File: src/rtl/speed_pkg.sv
// Shared definitions for the speed scheduler: debounce state encoding,
// default timing parameters and the level-width helper.
package speed_pkg;

  localparam int unsigned DEF_BASE_DIV   = 1000;
  localparam int unsigned DEF_NUM_LEVELS = 4;
  localparam int unsigned DEF_DB_CYCLES  = 50;

  typedef enum logic [1:0] {
    IDLE    = 2'd0,
    WAIT_HI = 2'd1,
    PRESSED = 2'd2,
    WAIT_LO = 2'd3
  } db_state_t;

  // Bits needed to index 'levels' speed levels (at least one).
  function automatic int unsigned lvl_width(input int unsigned levels);
    return (levels <= 1) ? 1 : $clog2(levels);
  endfunction

endpackage

File: src/rtl/speed_debounce.sv
// Two-flop synchroniser plus debounce FSM for the speed button; emits a
// single-cycle press_evt once a press has been stable for DB_CYCLES samples.
module speed_debounce
  import speed_pkg::*;
#(
  parameter int unsigned DB_CYCLES = DEF_DB_CYCLES,
  parameter int unsigned CNT_W     = 16
) (
  input  logic clk,
  input  logic reset,
  input  logic raw_in,
  output logic press_evt
);

  localparam logic [CNT_W-1:0] DB_LAST = CNT_W'(DB_CYCLES - 1);

  logic             sync_q;
  logic             s_tog;
  db_state_t        state;
  logic [CNT_W-1:0] db_cnt;

  always_ff @(posedge clk or posedge reset) begin
    if (reset) begin
      sync_q    <= 1'b0;
      s_tog     <= 1'b0;
      state     <= IDLE;
      db_cnt    <= '0;
      press_evt <= 1'b0;
    end else begin
      sync_q    <= raw_in;
      s_tog     <= sync_q;
      press_evt <= 1'b0;
      case (state)
        IDLE: begin
          if (s_tog) begin
            state  <= WAIT_HI;
            db_cnt <= CNT_W'(1);
          end
        end
        WAIT_HI: begin
          if (!s_tog) begin
            state  <= IDLE;
            db_cnt <= '0;
          end else if (db_cnt >= DB_LAST) begin
            // This sample is the DB_CYCLES-th consecutive high one.
            state     <= PRESSED;
            db_cnt    <= '0;
            press_evt <= 1'b1;
          end else begin
            db_cnt <= db_cnt + CNT_W'(1);
          end
        end
        PRESSED: begin
          if (!s_tog) begin
            state  <= WAIT_LO;
            db_cnt <= CNT_W'(1);
          end
        end
        WAIT_LO: begin
          if (s_tog) begin
            state  <= PRESSED;
            db_cnt <= '0;
          end else if (db_cnt >= DB_LAST) begin
            state  <= IDLE;
            db_cnt <= '0;
          end else begin
            db_cnt <= db_cnt + CNT_W'(1);
          end
        end
        default: begin
          state  <= IDLE;
          db_cnt <= '0;
        end
      endcase
    end
  end

endmodule

File: src/rtl/speed_sched.sv
// Speed level sequencer: steps through NUM_LEVELS on each debounced press
// and produces a tick enable every (BASE_DIV >> speed_idx) enabled cycles.
module speed_sched
  import speed_pkg::*;
#(
  parameter int unsigned BASE_DIV   = DEF_BASE_DIV,
  parameter int unsigned NUM_LEVELS = DEF_NUM_LEVELS,
  parameter int unsigned DB_CYCLES  = DEF_DB_CYCLES,
  parameter int unsigned CNT_W      = 16,
  parameter int unsigned LVL_W      = 2
) (
  input  logic             clk,
  input  logic             reset,
  input  logic             speed_toggle,
  input  logic             enable,
  output logic             tick,
  output logic [LVL_W-1:0] speed_idx,
  output logic [CNT_W-1:0] div_value,
  output logic             level_chg
);

  if (NUM_LEVELS < 1 || (BASE_DIV >> (NUM_LEVELS - 1)) < 2) begin : g_div_chk
    $fatal(1, "speed_sched: BASE_DIV >> (NUM_LEVELS-1) must be at least 2");
  end
  if (LVL_W < lvl_width(NUM_LEVELS)) begin : g_lvl_chk
    $fatal(1, "speed_sched: LVL_W too narrow for NUM_LEVELS");
  end
  if ((64'(BASE_DIV) >> CNT_W) != 0 || (64'(DB_CYCLES) >> CNT_W) != 0) begin : g_cnt_chk
    $fatal(1, "speed_sched: CNT_W too narrow for BASE_DIV or DB_CYCLES");
  end

  localparam logic [LVL_W-1:0] LAST_IDX = LVL_W'(NUM_LEVELS - 1);

  function automatic logic [CNT_W-1:0] div_for(input logic [LVL_W-1:0] idx);
    return CNT_W'(BASE_DIV >> idx);
  endfunction

  logic             press_evt;
  logic             chg_pend;
  logic             at_term;
  logic [CNT_W-1:0] cnt;
  logic [LVL_W-1:0] idx_nxt;

  speed_debounce #(
    .DB_CYCLES (DB_CYCLES),
    .CNT_W     (CNT_W)
  ) u_debounce (
    .clk       (clk),
    .reset     (reset),
    .raw_in    (speed_toggle),
    .press_evt (press_evt)
  );

  always_comb begin
    idx_nxt = (speed_idx == LAST_IDX) ? '0 : speed_idx + LVL_W'(1);
    at_term = (cnt == div_value - CNT_W'(1));
    // A press landing on the terminal count suppresses that tick.
    tick    = enable && at_term && !press_evt;
  end

  always_ff @(posedge clk or posedge reset) begin
    if (reset) begin
      cnt       <= '0;
      speed_idx <= '0;
      div_value <= CNT_W'(BASE_DIV);
      chg_pend  <= 1'b0;
      level_chg <= 1'b0;
    end else begin
      chg_pend  <= press_evt;
      level_chg <= chg_pend;
      if (press_evt) begin
        cnt       <= '0;
        speed_idx <= idx_nxt;
        div_value <= div_for(idx_nxt);
      end else if (enable) begin
        cnt <= at_term ? '0 : cnt + CNT_W'(1);
      end
    end
  end

endmodule

File: config.mk
export PLATFORM = sky130hd
export DESIGN_NAME = speed_sched
export DESIGN_NICKNAME = d
export VERILOG_FILES = /design/src/rtl/speed_pkg.sv /design/src/rtl/speed_debounce.sv /design/src/rtl/speed_sched.sv
export SDC_FILE = /design/constraint.sdc
export NUM_CORES = 1
export LEC_CHECK = 0
export ABC_AREA = 1
export CAP_MARGIN = 20
export CORE_MARGIN = 3
export CORE_UTILIZATION = 45
export DETAILED_ROUTE_END_ITERATION = 7
export DONT_BUFFER_PORTS = 1
export PLACE_DENSITY_LB_ADDON = 0.25
export SETUP_SLACK_MARGIN = 0.05
export SLEW_MARGIN = 20
export SYNTH_ARGS = -nofsm -noshare
export SYNTH_HDL_FRONTEND = slang
export SYNTH_HIERARCHICAL = 1
export SYNTH_SLANG_ARGS = --single-unit
File: constraint.sdc
create_clock -name clk -period 4.88 [get_ports clk]
set_input_delay 0.976 -clock clk [delete_from_list [all_inputs] [get_ports clk]]
set_output_delay 0.976 -clock clk [all_outputs]
set_load 0.01 [all_outputs]
==> reports/metrics.yaml <==
sta:
  drv_slew: 0
  whs_ns: 0.359
  setup_viol: 0
  period_needed_ns: 3.35
  setup_ws_ns: 1.53
  max_freq_mhz: 299
  finalSetupTns_ns: 0
  rsz0062_at_grt: "no"
  tightest_slew_ns: 1.12
  slew_headroom_pct: 25.2
  hold_viol_final: 0
  post-route-period-util_pct: 68.6
  skew_ns: 0.00263
critical_path:
  critPathCaptureType: "output pin"
  startpoint: "div_value[0]$_DFFE_PP0P_"
  crit_type: "reg -> out"
  r2r_cells: 11
  startpoint_type: "register"
  critPathRequiredTime_ns: 3.90
  r2r_start: "div_value[0]$_DFFE_PP0P_"
  rrSetupSlack_ns: 2.79
  critPathMaxFanout: 13
  arrival_ns: 2.37
floorplanning:
  fp-row-count: 28
  die_h_um: 85.4
  initial_core_util_pct: 47.1
  ios: 24
  die_area_sq_um: 7290
  die_w_um: 85.4
  core_region_area_sq_um: 6030
min_path:
  hp-start: "chg_pend$_DFF_PP0_"
  hp-class: "reg -> reg"
  hold_depth: 0
global_routing:
  gr-total-overflow: 0
  grt_pass1_wl_mm: 9.52
  grt_pass1_vias: 2087
  grt_usage_pct: 16.1
  grt_max_degree: 28
  antenna_found_initial: 0
synthesis:
  synth_warnings: 6
  synth_top_area_cell: "dfrtp_1"
  synth_top_family_by_area: "simple AND/OR/NAND/NOR gates"
  synth_compound_area_share_pct: 4.23
  synthCells: 367
  synth_simple_gate_area_share_pct: 31.7
  synth_area_sq_um: 2840
  yosys-top-cells-area: "dfrtp_1 39%, nand2_1 13%, inv_1 7.5%, ha_1 5.3%, nor2_1 4.4%"
  synth-seq-cells: 48
  ys_seq_area_share_pct: 42.5
  synth_xor_area_share_pct: 3.71
  synth_cell_type_count: 33
  netlist.area_leader.share_pct: 38.8
  syn_avg_cell_area_sq_um: 7.73
  synth_fa_ha_area_share_pct: 5.29
  muxShareOfSynthArea_pct: 0
cts:
  cts_buffer_depth: 2
  cts_htree_levels: 2
  insertion_delay_ns: 0.30
  cts_tree: "done"
  cts_root_buffer: "clkbuf_8"
  cts_setup_buffers: 0
  postCtsHoldBufs: 0
  cts-resized-gates: 0
  clock_sinks: 48
  path_clk_slew_ns: 0.09
  numCtsBuffers: 5
pwr:
  clockPowerShare_pct: 32.6
  p_comb_share_pct: 21.6
  swShare_pct: 31.8
  p_switching_mw: 0.339
  internal-power_mw: 0.727
  p_leak_nw: 1.53
  power_mw: 1.07
  p_seq_share_pct: 45.9
  power_density_nw_per_um2: 357
  vdd_drop_max_mv: 0.284
placement:
  dpl.cell_count: 433
  hpwl_mm: 3.87
  gp_congestion: 0.886
  pre_cts_slack_ns: 1.81
  place_area_sq_um: 2850
  port_buffers: 0
layout:
  layout_common_cells: "100 x nand2_1, 56 x inv_1, 44 x dfrtp_1"
  final_util_pct: 49.5
  final_common_cell: "nand2_1"
  syn2layout_area_growth_pct: 5.25
  layout-drive-gt1-share_pct: 11.5
  diodes: 0
  finalNonFillerCells: 441
  nets: 381
  design_area_sq_um: 2990
routing:
  num_vias: 2120
  drt-total-wl_mm: 5.24
  wire_per_inst_um: 11.9
  avgViaCountPerCell: 4.81
  antenna_left: 0
  drc: 0
  first_iter_violations: 99
  dr.pass1.iters: 4
outcome:
  status: "completed"
flow_run:
  drv_cap: 0
[power by group through the flow]
stage | Combinational (mW) | Clock, mW | Sequential [mW]
final | 0.230 | 0.348 | 0.489
after global routing | 0.275 | 0.369 | 0.497
after CTS | 0.235 | 0.359 | 0.488
after detailed placement | 0.233 | 0 | 0.496
after global placement | 0.228 | 0 | 0.496
after floorplan | 0.203 | 0 | 0.483
[routing by layer]
| metal | GRT usage [%] | vias up | share of wire [%] | wire (um) |
|---|---|---|---|---|
| met5 | 0 | - | 0 | 0 |
| met4 | 5.04 | 0 | 1.3 | 70 |
| met3 | 2.91 | 7 | 3.7 | 196 |
| met2 | 27.0 | 33 | 46 | 2420 |
| met1 | 21.1 | 974 | 49 | 2550 |
| li1 | - | 1106 | - | - |
[critical path, cell delays in order, from the launching register on]
cell	delay (ns)
dfrtp_1	0.43
inv_1	0.17
ha_1	0.26
inv_1	0.07
nand2_2	0.06
nand2_1	0.05
nand2_1	0.05
nand2_1	0.05
nor2_1	0.14
nand4_2	0.42
nor3_2	0.38
[state kept, by name (all words and copies together) (netlist names), named ones only]
signal                flops
cnt                      16
u_debounce/db_cnt        16
div_value                 7
speed_idx                 2
chg_pend                  1
level_chg                 1
u_debounce/press_evt      1
u_debounce/s_tog          1
u_debounce/state          1
u_debounce/sync_q         1
[final cells by class]
| cell class | count | area [sq um] |
|---|---|---|
| Clock buffer | 5 | 68.8 |
| Clock inverter | 3 | 68.8 |
| Fill cell | 591 | 3040 |
| Inverter | 64 | 240 |
| Multi-Input combinational cell | 246 | 1310 |
| Sequential cell | 48 | 1210 |
| Tap cell | 75 | 93.8 |
[cells in the mapped netlist]
| master | instances |
|---|---|
| nand3b_1 | 1 |
| nor2_1 | 33 |
| xnor2_1 | 1 |
| o22ai_1 | 3 |
| clkbuf_1 | 2 |
| nor2_4 | 1 |
| nor3_1 | 5 |
| o21ai_1 | 2 |
| buf_2 | 3 |
| o21ai_0 | 13 |
| or2_2 | 1 |
| o21ai_2 | 1 |
| dfstp_2 | 4 |
| conb_1 | 2 |
| dfrtp_1 | 44 |
| clkinv_1 | 1 |
| inv_1 | 57 |
| xor2_1 | 11 |
| nand3_2 | 10 |
| ha_1 | 12 |
| nand4_1 | 8 |
| buf_4 | 10 |
| a21oi_1 | 2 |
| nand2_2 | 2 |
| buf_6 | 1 |
| nand3_4 | 1 |
| o21a_1 | 1 |
| nand2_1 | 100 |
| nor3_2 | 2 |
| inv_2 | 6 |
| nor2_2 | 5 |
| nand3_1 | 21 |
| nand4_2 | 1 |
[final timing paths]
check,endpoint
worst max-delay path,tick
worst min-delay path,level_chg$_DFF_PP0_
worst max register to register,cnt[13]$_DFFE_PP0P_
worst min register to register,level_chg$_DFF_PP0_
max in group asynchronous,u_debounce/db_cnt[10]$_DFFE_PP0P_
min in group asynchronous,cnt[3]$_DFFE_PP0P_
[kinds of logic (layout without fill, tap and decap cells)]
logic type | after synthesis | in the layout
buffers and inverters | 80 | 72
adder cells (fa/ha/maj) | 12 | 12
AND/OR/NAND/NOR | 191 | 191
AO/OA/AOI/OAI | 22 | 22
flip-flops | 48 | 48
other | 2 | 9
XOR/XNOR | 12 | 12
Note: power is estimated with default switching activity, not from simulation.
